**config.mk**
```make
export PLATFORM = sky130hd
export DESIGN_NAME = toy_dispatch_issue_sched
export DESIGN_NICKNAME = d
export VERILOG_FILES = /design/src/rtl/toy_pack.sv /design/src/rtl/toy_issue_credit_cnt.sv /design/src/rtl/toy_dispatch_issue_sched.sv
export SDC_FILE = /design/constraint.sdc
export NUM_CORES = 1
export LEC_CHECK = 0
export BUFFER_PORTS_ARGS = -buffer_cell sky130_fd_sc_hd__buf_2
export CAP_MARGIN = 0
export CORE_UTILIZATION = 50
export DETAILED_ROUTE_END_ITERATION = 6
export PLACE_DENSITY = 0.73
export SYNTH_ARGS = -nofsm -noshare
export SYNTH_HDL_FRONTEND = slang
export SYNTH_SLANG_ARGS = --single-unit
```
**constraint.sdc**
```tcl
create_clock -name clk -period 3.5 [get_ports clk]
set_clock_uncertainty 0.1 [all_clocks]
set_input_delay 0.35 -clock clk [delete_from_list [all_inputs] [get_ports clk]]
set_output_delay 0.35 -clock clk [all_outputs]
set_load 0.03 [all_outputs]
```
**src/rtl/toy_pack.sv**
```systemverilog
// ============================================================================
//  Module   : toy_pack
//  Purpose  : Shared types and constants for the dispatch issue scheduler.
//             Holds the scheduler state encoding and the FU type enumeration.
//  Revision : 1.0  initial release
// ============================================================================
`default_nettype none

package toy_pack;

    // Index of the CSR unit for the default four-port configuration
    localparam int FU_CSR_IDX = 3;

    // Scheduler serialisation state: CSR_BUSY holds off all issue
    typedef enum logic [0:0] {
        IDLE     = 1'b0,
        CSR_BUSY = 1'b1
    } sched_state_e;

    // Functional unit type codes carried with each buffer slot
    typedef enum logic [1:0] {
        FU_ALU = 2'd0,
        FU_LSU = 2'd1,
        FU_MUL = 2'd2,
        FU_CSR = 2'd3
    } fu_type_t;

endpackage

`default_nettype wire

```
**src/rtl/toy_issue_credit_cnt.sv**
```systemverilog
// ============================================================================
//  Module   : toy_issue_credit_cnt
//  Purpose  : Per-FU in-flight credit counter. Decrements on issue, increments
//             on return, saturates at CREDIT_NUM and flags an over-return.
//  Revision : 1.0  initial release
// ============================================================================
`default_nettype none

module toy_issue_credit_cnt #(
    parameter int CREDIT_NUM = 4,
    localparam int CNT_W     = $clog2(CREDIT_NUM + 1)
) (
    input  logic clk,
    input  logic rst,
    input  logic i_issue,
    input  logic i_ret,
    output logic o_credit_nz
);

    localparam logic [CNT_W-1:0] C_MAX = CNT_W'(CREDIT_NUM);
    localparam logic [CNT_W-1:0] C_ONE = CNT_W'(1);

    logic [CNT_W-1:0] r_credit;

    // Credit update; issue and return together cancel out, return at max saturates
    always_ff @(posedge clk) begin
        if (rst) begin
            r_credit <= C_MAX;
        end else begin
            assert (!(i_ret && !i_issue && (r_credit == C_MAX)))
                else $warning("credit return while credit already at maximum");
            if (i_issue && !i_ret) begin
                r_credit <= r_credit - C_ONE;
            end else if (i_ret && !i_issue && (r_credit != C_MAX)) begin
                r_credit <= r_credit + C_ONE;
            end
        end
    end

    assign o_credit_nz = (r_credit != '0);

endmodule

`default_nettype wire

```
**src/rtl/toy_dispatch_issue_sched.sv**
```systemverilog
// ============================================================================
//  Module   : toy_dispatch_issue_sched
//  Purpose  : Issue scheduler between the dispatch issue buffer and the FUs.
//             Picks the oldest eligible slot per FU, gated by per-FU credits
//             and a CSR serialisation FSM. Grant path is combinational.
//  Config   : TOY_ISSUE_SCHED_PERF_EN adds per-FU stall counters (v_perf_stall)
//  Revision : 1.0  initial release
// ============================================================================
`default_nettype none

module toy_dispatch_issue_sched
    import toy_pack::*;
#(
    parameter int OOO_DEPTH  = 4,
    parameter int FU_NUM     = 4,
    parameter int CREDIT_NUM = 4,
    localparam int FU_W      = $clog2(FU_NUM),
    localparam int OOO_W     = $clog2(OOO_DEPTH)
) (
    input  logic                                clk,
    input  logic                                rst,
    input  logic [OOO_DEPTH-1:0]                v_s_vld,
    output logic [OOO_DEPTH-1:0]                v_s_rdy,
    input  logic [OOO_DEPTH-1:0][FU_W-1:0]      v_s_fu_type,
    output logic [FU_NUM-1:0]                   v_m_vld,
    input  logic [FU_NUM-1:0]                   v_m_rdy,
    output logic [FU_NUM-1:0][OOO_W-1:0]        v_m_slot_idx,
    input  logic [FU_NUM-1:0]                   v_credit_ret,
    input  logic                                csr_done,
    input  logic                                cancel_edge_en
`ifdef TOY_ISSUE_SCHED_PERF_EN
   ,output logic [FU_NUM-1:0][31:0]             v_perf_stall
`endif
);

    localparam int               C_CSR      = FU_NUM - 1;
    localparam logic [FU_W-1:0]  C_CSR_TYPE = FU_W'(FU_NUM - 1);

    sched_state_e               r_state;
    sched_state_e               w_state_nxt;
    logic [OOO_DEPTH-1:0]       w_struct_ok;
    logic [OOO_DEPTH-1:0]       w_elig;
    logic [FU_NUM-1:0]          w_found;
    logic [FU_NUM-1:0][OOO_W-1:0] w_sel;
    logic [FU_NUM-1:0]          w_credit_nz;
    logic [FU_NUM-1:0]          w_issue;
    logic                       w_csr_seen;

    // Slot eligibility: nothing passes an older CSR, and a CSR only goes from slot 0
    always_comb begin
        w_struct_ok = '0;
        w_elig      = '0;
        w_csr_seen  = 1'b0;
        for (int i = 0; i < OOO_DEPTH; i++) begin
            w_struct_ok[i] = v_s_vld[i] && !w_csr_seen &&
                             ((v_s_fu_type[i] != C_CSR_TYPE) || (i == 0));
            w_elig[i]      = w_struct_ok[i] && (r_state == IDLE) && !cancel_edge_en;
            w_csr_seen     = w_csr_seen || (v_s_vld[i] && (v_s_fu_type[i] == C_CSR_TYPE));
        end
    end

    // Per-FU oldest-first selection; scanning downward leaves the lowest index
    always_comb begin
        w_found = '0;
        w_sel   = '0;
        for (int f = 0; f < FU_NUM; f++) begin
            for (int i = OOO_DEPTH - 1; i >= 0; i--) begin
                if (w_elig[i] && (v_s_fu_type[i] == FU_W'(f))) begin
                    w_found[f] = 1'b1;
                    w_sel[f]   = OOO_W'(i);
                end
            end
        end
    end

    // Grant outputs; v_m_vld is independent of v_m_rdy, v_s_rdy reflects actual issue
    always_comb begin
        v_m_vld      = '0;
        v_s_rdy      = '0;
        w_issue      = '0;
        v_m_slot_idx = w_sel;
        for (int f = 0; f < FU_NUM; f++) begin
            v_m_vld[f] = !rst && w_found[f] && w_credit_nz[f];
            w_issue[f] = v_m_vld[f] && v_m_rdy[f];
            if (w_issue[f]) begin
                v_s_rdy[w_sel[f]] = 1'b1;
            end
        end
    end

    // One credit counter per FU port
    generate
        for (genvar f = 0; f < FU_NUM; f++) begin : g_credit
            toy_issue_credit_cnt #(
                .CREDIT_NUM (CREDIT_NUM)
            ) u_credit (
                .clk         (clk),
                .rst         (rst),
                .i_issue     (w_issue[f]),
                .i_ret       (v_credit_ret[f]),
                .o_credit_nz (w_credit_nz[f])
            );
        end
    endgenerate

    // CSR serialisation next state; cancel always lands in IDLE
    always_comb begin
        w_state_nxt = r_state;
        if (cancel_edge_en) begin
            w_state_nxt = IDLE;
        end else begin
            case (r_state)
                IDLE:     if (w_issue[C_CSR]) w_state_nxt = CSR_BUSY;
                CSR_BUSY: if (csr_done)       w_state_nxt = IDLE;
                default:                      w_state_nxt = IDLE;
            endcase
        end
    end

    // CSR serialisation state register
    always_ff @(posedge clk) begin
        if (rst) begin
            r_state <= IDLE;
        end else begin
            r_state <= w_state_nxt;
        end
    end

`ifdef TOY_ISSUE_SCHED_PERF_EN
    logic [FU_NUM-1:0]        w_cand;
    logic [FU_NUM-1:0][31:0]  r_perf;

    // Candidate per FU ignores FSM and cancel gating so CSR_BUSY stalls are visible
    always_comb begin
        w_cand = '0;
        for (int f = 0; f < FU_NUM; f++) begin
            for (int i = 0; i < OOO_DEPTH; i++) begin
                if (w_struct_ok[i] && (v_s_fu_type[i] == FU_W'(f))) begin
                    w_cand[f] = 1'b1;
                end
            end
        end
    end

    // Stall counters: candidate present but blocked by empty credit or CSR_BUSY
    always_ff @(posedge clk) begin
        if (rst) begin
            r_perf <= '0;
        end else begin
            for (int f = 0; f < FU_NUM; f++) begin
                if (w_cand[f] && (!w_credit_nz[f] || (r_state == CSR_BUSY))) begin
                    r_perf[f] <= r_perf[f] + 32'd1;
                end
            end
        end
    end

    assign v_perf_stall = r_perf;
`endif

endmodule

`default_nettype wire

```
==> flow_metrics.py <==
metrics = {
    "cts": {
        "cts.sinks": 13,
        "hold_buffers": 0,
        "cts_resized": 0,
        "htreeDepth": 1,
        "cts.path.max_buffers": 2,
        "cts_tree": "yes",
        "post_cts_buffers": 0,
        "clk_latency_ns": 0.28,
        "cts.clk_slew.worst_paths_ns": 0.09,
        "cts-root-buf": "clkbuf_4",
        "cts_made_buffers": 3,
    },
    "layout": {
        "layout-drive-gt1-share_pct": 27.0,
        "area_delta_synth_final_pct": 16.3,
        "nFillCells": 304,
        "nets": 281,
        "diodes": 0,
    },
    "global_route": {
        "grt_pass1_wl_um": 6360,
        "grt.busiest_layer": "met2",
        "grtUsageMet2_pct": 38.8,
        "grt_max_degree": 26,
        "grt.overflow.total": 0,
        "grt_usage_pct": 23.6,
        "antenna_found_initial": 0,
        "grt_util_met3_pct": 2.86,
        "met1_usage_pct": 32.6,
        "grt_pass1_vias": 1514,
    },
    "worst_setup_path": {
        "cp_data_required_time_ns": 3.05,
        "critical_path.startpoint_type": "register",
        "crit_path_end_kind": "output port",
        "crit_path_start": "r_state$_SDFF_PP0_",
        "r2r_cells": 11,
        "reg2reg_to": "g_credit[0].u_credit.r_credit[2]$_SDFFE_PP1P_",
        "r2r_start": "r_state$_SDFF_PP0_",
        "r2r_slack_ns": 0.63,
        "critical_path_arrival_ns": 2.49,
        "worstPathMaxFanout": 6,
        "critical_path_class": "register to output port",
    },
    "route": {
        "wirelength_um": 3800,
        "wl_per_cell_um": 12.8,
        "drc": 0,
        "drt_iter0_drc": 92,
        "vias": 1703,
        "ant_nets": 0,
        "drt_first_pass_iters": 4,
        "vias_per_cell": 5.75,
    },
    "floorplanning": {
        "die-area_um2": 3400,
        "coreArea_um2": 3030,
        "die_h_um": 58.3,
        "die_x_um": 58.3,
        "initial_core_util_pct": 52.4,
        "num_io_pins": 40,
        "rows": 20,
    },
    "pwr": {
        "seqPwrFrac_pct": 38.5,
        "ir_drop_v": 0.000125,
        "leakagePower_nw": 0.727,
        "p_sw_share_pct": 37.7,
        "p_sw_w": 0.000154,
        "total_power_w": 0.000408,
        "p_comb_share_pct": 36.8,
        "powerDensity_nw_per_um2": 221,
        "clkPwrFrac_pct": 24.7,
        "p_int_w": 0.000254,
    },
    "synth": {
        "synth_area_um2": 1590,
        "yosysMostFrequentCell": "nor2_1",
        "synthTopCellsByCount": "20 x nor2_1, 18 x nand2_1, 13 x dfxtp_1, 13 x inv_1, 12 x a21oi_1",
        "synth-edff-count": 0,
        "yosysTopAreaCell": "dfxtp_1",
        "yosys-top-cells-area": "dfxtp_1 16%, fa_1 5.1%, nor2_1 4.7%",
        "ys_async_sr_fraction_pct": 0,
        "synth-seq-area-share_pct": 16.4,
        "synthCells": 215,
        "yosysWarnings": 0,
        "synth_cell_type_count": 65,
        "yosysTopAreaCellShare_pct": 16.4,
        "avgSynthCellArea_um2": 7.37,
        "synth-seq-cells": 13,
        "synthFlopType": "dfxtp_1",
    },
    "hold_path": {
        "hold_depth": 2,
        "holdCritStartpoint": "cancel_edge_en",
        "hold_end": "r_state$_SDFF_PP0_",
        "hp-class": "input pin to register",
    },
    "timing": {
        "tns_ns": 0,
        "hold_viol_final": 0,
        "fin_crit_ns": 2.94,
        "fmax_mhz": 340,
        "rsz0062_at_grt": "false",
        "fin_crit_sh_pct": 84.1,
        "maxSlewViolCount": 0,
        "finalSetupViolCount": 0,
    },
    "place": {
        "port_buffers": 37,
        "dpl.hpwl_um": 2980,
        "place_congestion": 0.896,
    },
    "job": {
        "maxCapViolCount": 0,
    },
    "status": {
        "outcome": "completed",
    },
}
## how the worst max path moves through the flow
stage	end	slack, ns	cells past startpoint
final	v_s_rdy[1]	0.56	7
after global routing	g_credit[0].u_credit.r_credit[2]$_SDFFE_PP1P_	0.36	12
after CTS	v_s_rdy[1]	0.55	7
after detailed placement	g_credit[0].u_credit.r_credit[2]$_SDFFE_PP1P_	0.40	12
after global placement	g_credit[0].u_credit.r_credit[2]$_SDFFE_PP1P_	0.51	12
after floorplan	g_credit[3].u_credit.r_credit[2]$_SDFFE_PP1P_	0.36	9
## per-layer routing
layer	share of wire (%)	up-vias	wire length [um]
met1	50	780	1910
met2	45	41	1710
met4	0.79	0	30
met5	0	-	0
li1	-	878	-
met3	4.0	4	151
## cell type report
cell class,instances,area [um^2],area share [%]
clock buffers,4,26.3,1.43
flip-flops and latches,13,260,14.1
multi-input cells,181,1240,67.1
repair buffers,41,215,11.7
well taps,44,55.1,2.99
inverters,13,48.8,2.65
## critical path, cell delays in order, from the launching register on
cell     delay, ns
dfxtp_1       0.34
or3b_4        0.45
nor3_2        0.30
a31o_1        0.19
o21ai_2       0.11
or4_1         0.42
a21oi_1       0.17
buf_2         0.22
## cells by family (layout without fill, tap and decap cells)
logic type                 after synthesis  in the layout  share of synthesized area (%)
DFF                                     13             13                           16.4
other                                    1              2                          0.237
xor gates and xnor gates                 2              2                           1.11
muxes                                    4              4                           2.84
adders and majority gates                4              4                           5.05
buffers and inverters                   22             58                           5.76
and+or+nand+nor                        104            104                           36.8
AOI/OAI and AO/OA                       65             65                           31.8
## state kept, by name, indices dropped and copies added (netlist names)
register                    flops
g_credit.u_credit.r_credit     12
r_state                         1
## placed cells by master, fill, tap and decap left out, types with 2 or more instances in the layout
cell	Yosys	final
a211oi_1	6	6
a21boi_0	2	2
a21oi_1	12	12
a311o_1	2	2
a311oi_1	3	3
a31o_2	2	2
a31oi_1	3	3
and2_1	3	3
and3_1	4	4
buf_2	1	37
buf_4	2	4
clkbuf_4	0	3
conb_1	1	2
dfxtp_1	13	13
fa_1	4	4
inv_1	13	13
mux2_1	2	2
mux2_2	2	2
nand2_1	18	18
nand2_2	2	2
nand2b_1	10	10
nand3_1	11	11
nand3b_1	4	4
nand4_1	2	2
nor2_1	20	20
nor2b_1	3	3
nor3_1	8	8
nor3b_1	3	3
o2111ai_1	2	2
o211ai_1	3	3
o21ai_0	5	5
o21ai_1	4	4
or2_2	4	4
or3_1	3	3
or3b_4	2	2
xnor2_1	2	2
## power by group through the flow
stage               clock (W)  sequential [W]  combinational (W)
global route         0.000110        0.000158           0.000165
CTS                  0.000107        0.000157           0.000149
finish               0.000101        0.000157           0.000150
floorplan                   0        0.000160           0.000104
global placement            0        0.000161           0.000147
detailed placement          0        0.000161           0.000148
## metrics by stage
stage | worst slack, ns | instance area (um^2) | hold slack [ns] | std cells | utilization, %
after detailed placement | 0.402 | 1820 | 0.402 | 292 | 60.0
after global placement | 0.513 | 1820 | 0.407 | 292 | 60.0
after floorplan | 0.362 | 1590 | 0.328 | 216 | -
after CTS | 0.547 | 1840 | 0.147 | 296 | 60.9
after global routing | 0.356 | 1840 | 0.159 | 296 | 60.9
final | 0.556 | 1840 | 0.165 | 296 | 60.9
Power figures use the tool's default switching activity.
